File: config.mk
export PLATFORM = sky130hd
export DESIGN_NAME = memo_ram
export DESIGN_NICKNAME = d
export VERILOG_FILES = /design/src/rtl/memo_ram_pkg.sv /design/src/rtl/memo_ram_array_1p.sv /design/src/rtl/memo_ram.sv
export SDC_FILE = /design/constraint.sdc
export NUM_CORES = 1
export LEC_CHECK = 0
export CORE_MARGIN = 2
export CORE_UTILIZATION = 59
export CTS_BUF_LIST = sky130_fd_sc_hd__clkbuf_8
export DETAILED_ROUTE_END_ITERATION = 8
export MAX_ROUTING_LAYER = met4
export PLACE_DENSITY = 0.85
export SYNTH_ARGS = -nofsm -noshare
export SYNTH_HDL_FRONTEND = slang
export SYNTH_SLANG_ARGS = --single-unit
File: constraint.sdc
create_clock -name clock -period 1.9 [get_ports clock]
set_input_delay 0.285 -clock clock [delete_from_list [all_inputs] [get_ports clock]]
set_output_delay 0.285 -clock clock [all_outputs]
set_load 0.01 [all_outputs]
File: src/rtl/memo_ram_pkg.sv
// Shared definitions for the unified instruction/data memory.
package memo_ram_pkg;

  localparam int MEM_DATA_W = 16;
  localparam int MEM_ADDR_W = 6;
  localparam int MEM_DEPTH  = 2 ** MEM_ADDR_W;

  typedef logic [MEM_DATA_W-1:0] mem_word_t;
  typedef logic [MEM_ADDR_W-1:0] mem_addr_t;

endpackage

File: src/rtl/memo_ram_array_1p.sv
// Plain storage array: synchronous write, asynchronous read, all-zero
// power-up contents.
module ram_array_1p #(
  parameter int    DATA_W    = 16,
  parameter int    ADDR_W    = 6,
  parameter string INIT_FILE = ""
) (
  input  logic              clock,
  input  logic              wr_en,
  input  logic [ADDR_W-1:0] wr_addr,
  input  logic [DATA_W-1:0] wr_data,
  input  logic [ADDR_W-1:0] rd_addr,
  output logic [DATA_W-1:0] rd_data
);

  localparam int DEPTH = 2 ** ADDR_W;

  logic [DATA_W-1:0] mem [0:DEPTH-1];

  // Power-up contents: zero-fill.
  initial begin
    for (int i = 0; i < DEPTH; i++) mem[i] = '0;
  end

  // Write port: the word lands on the edge that samples wr_en.
  always @(posedge clock) begin
    if (wr_en) mem[wr_addr] <= wr_data;
  end

  // Read port is combinational; the caller registers both address and data,
  // which is the shape block-RAM inference with output register expects.
  assign rd_data = mem[rd_addr];

endmodule

File: src/rtl/memo_ram.sv
// Single-port 64x16 RAM with registered address and registered output.
// Read latency is two edges from address presentation to valid q; a write
// at edge N is visible to a read of the same word at edge N+1.
module memo_ram
  import memo_ram_pkg::*;
#(
  parameter int    DATA_W    = MEM_DATA_W,
  parameter int    ADDR_W    = MEM_ADDR_W,
  parameter string INIT_FILE = ""
) (
  input  logic              clock,
  input  logic              resetn,
  input  logic [ADDR_W-1:0] address,
  input  logic [DATA_W-1:0] data,
  input  logic              wren,
  output logic [DATA_W-1:0] q
);

  logic [ADDR_W-1:0] addr_p0;
  logic [DATA_W-1:0] q_p1;
  logic [DATA_W-1:0] rd_data;
  logic              wr_en;

  // Writes are suppressed for as long as reset is held; contents survive.
  assign wr_en = wren & resetn;

  // Write uses the live port address, read uses the registered one.
  ram_array_1p #(
    .DATA_W    (DATA_W),
    .ADDR_W    (ADDR_W),
    .INIT_FILE (INIT_FILE)
  ) u_array (
    .clock   (clock),
    .wr_en   (wr_en),
    .wr_addr (address),
    .wr_data (data),
    .rd_addr (addr_p0),
    .rd_data (rd_data)
  );

  // Stage p0 captures the address; stage p1 captures the word it selected.
  always_ff @(posedge clock or negedge resetn) begin
    if (!resetn) begin
      addr_p0 <= '0;
      q_p1    <= '0;
    end else begin
      addr_p0 <= address;
      q_p1    <= rd_data;
    end
  end

  assign q = q_p1;

endmodule

**Yosys cells after proc, flatten, opt, wreduce, memory -nomap -nowiden**

Memory sizes are Yosys's and may differ from the RTL's. A register that Yosys moved wholly into a read port is not among the register bits.
Index checks and enable logic that the tools add are counted.

- Register bits: 6
- Memory bits (writable): 1,024
- Bits of input ports: 25
- Output and inout bits: 16
- Word-level logic and storage cells: 6
- Memories kept: 1

Memory list:

| memory | words | bits a word | rd ports | clocked after memory_dff | write ports | line | source |
|---|---|---|---|---|---|---|---|
| u_array.mem | 64 | 16 | 1 | 1 | 1 | memo_ram_array_1p.sv:18 | `logic [DATA_W-1:0] mem [0:DEPTH-1];` |

- Muxes and demuxes: 2
- Bitwise gates (word level): 1
- Reduce and logical (&&, ||, !) cells: 1

Operator list:

| cell | count |
|---|---|
| 1-bit 2-to-1 mux | 2 |
| 1-bit bitwise AND | 1 |
| 1-bit zero test | 1 |

**Logic depth before layout (Yosys ltp)**

- Depth after elaboration: 3
- Mapped depth: 10
- Gate-level depth less buffers: 5

**Cells and area by module**

From an unflattened synthesis, not the netlist that was laid out.

- Cells, all modules: 1,836
- Area, all modules: 40,278.6 um2

By module, submodules not included:

| module | times used | cells an instance | area each (um2) | sequential area each (um2) |
|---|---|---|---|---|
| ram_array_1p | 1 | 1,813 | 39,721.8 | 30,749.5 |
| memo_ram | 1 | 23 | 556.8 | 550.5 |

**Least setup slack after synthesis**

No wires, ideal clock.

- Path type: input -> register
- Start point: in address[4]
- End point: mem u_array.mem[48][0], enable pin
- Setup time: 409 ps
- Arrival time: 1,983 ps
- Path slack: -492 ps
- Cell stages on the path: 5
- Path through: clkbuf_1 -> nand2_1 -> nor3_1 -> nand2b_1 -> nor3_1

RTL lines:

| what | line | source |
|---|---|---|
| start: declaration | memo_ram.sv:13 | `input logic [ADDR_W-1:0] address,` |
| end: declaration | memo_ram_array_1p.sv:18 |  |

No word-level cell before the write port.

==> impl_metrics.yaml <==
power:
  pwr-share-seq_pct: 54.3
  sw_frac_of_total_pct: 24.8
  power_density_nw_per_um2: 955
  total_power_uw: 47100
  internal_power_uw: 35400
  vdd_drop_max_uv: 508
  power.share.combinational_pct: 7.8
  power.clock.fraction_pct: 37.9
  netSwitchingPower_uw: 11600
  cellLeakagePower_uw: 0.0163
sta:
  finClkSkew_ns: 0.0580
  setup_slack_ns: -0.921
  worst_pin_slew_ns: 0.700
  maximum_clock_frequency_mhz: 354
  worst_hold_slack_ns: 0.163
  finalSetupViolCount: 24
  grt_setup_unrepaired: "yes"
  final_hold_viol_count: 0
  period_share_pct: 148
  post-route-min-period_ns: 2.82
  relSlewSlack_pct: 53.3
  final_slew_violations: 0
yosys:
  netlist.top_cell.by_area: "edfxtp_1"
  avgSynthCellArea_um2: 22.9
  async_reset_ff_share_pct: 2.10
  synth_enable_flop_cells: 1024
  yosys_most_used_dff: "edfxtp_1"
  yosysWarningCount: 0
  netlist_top_cells_area: "edfxtp_1 77%, mux4_2 14%, dfrtp_1 1.4%"
  ys_seq_area_share_pct: 78.4
  postSynthNetCount: 1766
  netlist_area_um2: 39900
  synth.ff_latch_count: 1046
  ys_types: 42
  synth.top_cell.area_share_pct: 77.0
  syn_inst: 1741
place:
  pre_cts_ws_ns: -0.890
  place_hpwl_um: 61600
  finalWeightedCongestion: 0.896
  buffer_ports.inserted: 40
  placedCellCount: 2865
routing:
  dr.pass1.iters: 9
  wl_per_cell_um: 40.6
  drt-total-wl_um: 132000
  post_drt_via_cell_ratio: 7.42
  postRouteAntennaNets: 0
  detail_route.iter0.violations: 4892
  drc: 0
  vias: 24053
status:
  outcome: "complete, but fails checks"
  violations_in_the_final_reports: "negative setup slack"
die:
  start_util_pct: 59.5
  fp.dieW_um: 264
  chipHeight_um: 264
  die_area_um2: 69800
  ios: 41
  design.core.area_um2: 67200
  std_cell_rows: 95
grt:
  global_route_congestion_overflow_total: 0
  grt_first_pass_wirelength_um: 173000
  grt_antenna_before_repair: 16
  grt_pass1_vias: 23307
  tot_gr_track_use_pct: 37.1
  grt_start_max_net_pins: 65
critical_path:
  endpoint_kind: "register"
  critPathMaxFanout: 6
  worstSetupPathType: "register to register"
  timing.critical_path.cells: "buf_6 -> buf_16 -> buf_6 -> mux4_2 -> mux4_2 -> nor3_4 -> nor4_2"
  critPathMaxStageDelay_ns: 0.62
  crit_required_ns: 2.57
  slowest_stage: "mux4_2"
  startpoint_type: "register"
  cp_data_arrival_time_ns: 3.49
layout:
  fin_nets: 2255
  num-fill-cells: 3080
  finalCoreUtilization_pct: 73.4
  layout.cells.non_filler: 3243
  post_route_cells_drive_above_1_share_pct: 43.5
  area_growth_from_synthesis_to_final_layout_pct: 23.4
clock_network:
  clock_tree.htree_level_count: 4
  clkTransAtPathRegs_ns: 0.09
  cts_max_path_buffers: 3
  clock_buffer_count_from_cts: 154
  clockRootBuffer: "clkbuf_8"
  tritoncts: "done"
  clock_sink_count: 1046
  worstSkewPairLatency_ns: 0.83
job:
  cap_violations: 0
worst_hold_path:
  min-delay-path-class: "primary input to register"
final cells by class:
type / instances / area, um2 / area share, %
clock inverters: 120 / 637 / 1.29
clock buffers: 162 / 2230 / 4.52
flip-flops and latches: 1046 / 31300 / 63.6
well taps: 873 / 1090 / 2.22
diodes: 14 / 35.0 / 0.0711
multi-input cells: 597 / 8950 / 18.2
repair buffers: 431 / 5020 / 10.2
stage by stage:
step	instance area (um2)	setup TNS, ns
finish	49300	-11.78
global route	49300	-37.44
CTS	48600	-8.04
detailed placement	44300	-322.09
global placement	44300	-275.10
floorplan	40100	-115.77
cell families after synthesis:
family	share of synthesized area [%]
AOI/OAI and AO/OA	2.49
buffers and inverters	1.55
DFF	78.4
muxes	15.6
and+or+nand+nor	1.97
layer usage:
metal	vias up	GRT usage [%]	part of all wire, %
li1	8446	-	-
met1	11825	42.1	29
met2	2917	56.9	47
met3	865	11.9	15
met4	0	24.5	9.7
met5	-	-	0
placed cells by master, fill, tap and decap left out, types with 17 or more instances in the layout:
cell type and instances:
mux2i_1 20, edfxtp_1 1024, a22oi_2 37, nand2_1 17, inv_1 42, clkinv_2 25
mux4_2 256, buf_6 30, clkbuf_8 162, nor2_1 51, buf_12 105, buf_4 220
dlygate4sd3_1 17, clkinv_1 39
worst paths after layout:
check,startpoint,endpoint,slack (ns),depth (start not counted)
worst max-delay path,addr_p0[0],q[11],-0.92,7
worst min-delay path,address[3],addr_p0[3],0.16,2
worst max register to register,addr_p0[0],q[11],-0.92,7
worst min register to register,addr_p0[5],q[6],0.89,2
max in group asynchronous,resetn,q[5],1.02,3
min in group asynchronous,resetn,addr_p0[0],0.44,3
synthesized netlist by cell type, types with 2 or more instances:
master       n
nand3b_1     2
buf_6       18
o22ai_1     15
nor3_2       6
buf_12       2
clkbuf_1    26
nand3_1      4
nor3_1       7
a211oi_1    10
nor2b_1     18
nor2_1      68
buf_1        8
dfrtp_1     22
a21oi_1     19
o21ai_1      4
nand2_1     24
a221oi_1    13
nor4_1       3
a22oi_1     42
o21ai_0      2
a22o_1      16
edfxtp_1  1024
and2_1       2
buf_4        7
buf_2       36
mux2i_1     28
o311ai_1     9
or3b_2       2
or3_1       10
mux4_2     256
o221ai_1     3
mux2_2      18
nand2b_1     8
state kept, by name (all words and copies together), names as in the netlist:
register	cells
u_array.mem	1024
q	16
addr_p0	6
power groups by stage:
stage / clock network [uW] / logic (uW) / registers (uW)
6_report: 17800 / 3650 / 25600
5_1_grt: 18600 / 3660 / 25600
4_1_cts: 17100 / 3150 / 25600
3_5_place_dp: 0 / 2720 / 26100
3_3_place_gp: 0 / 2620 / 26000
2_1_floorplan: 0 / 1270 / 26000
critical path, delay by kind of cell (launching register included):
| kind | cells | cell delay, ns |
|---|---|---|
| buf+inv | 3 | 0.42 |
| flops | 1 | 0.56 |
| mux | 2 | 1.10 |
| simple gates | 2 | 0.58 |
what timing repair did:
item / 4_1_cts / 5_1_grt
cloned: 8 / 3
hold buffers: 17 / 0
setup endpoints to repair: 32 / 19
buffers inserted: 36 / 29
hold endpoints to repair: 486 / 0
pin swaps: 24 / 38
gates resized for setup: 168 / 83
(Power assumes the default switching activity.)
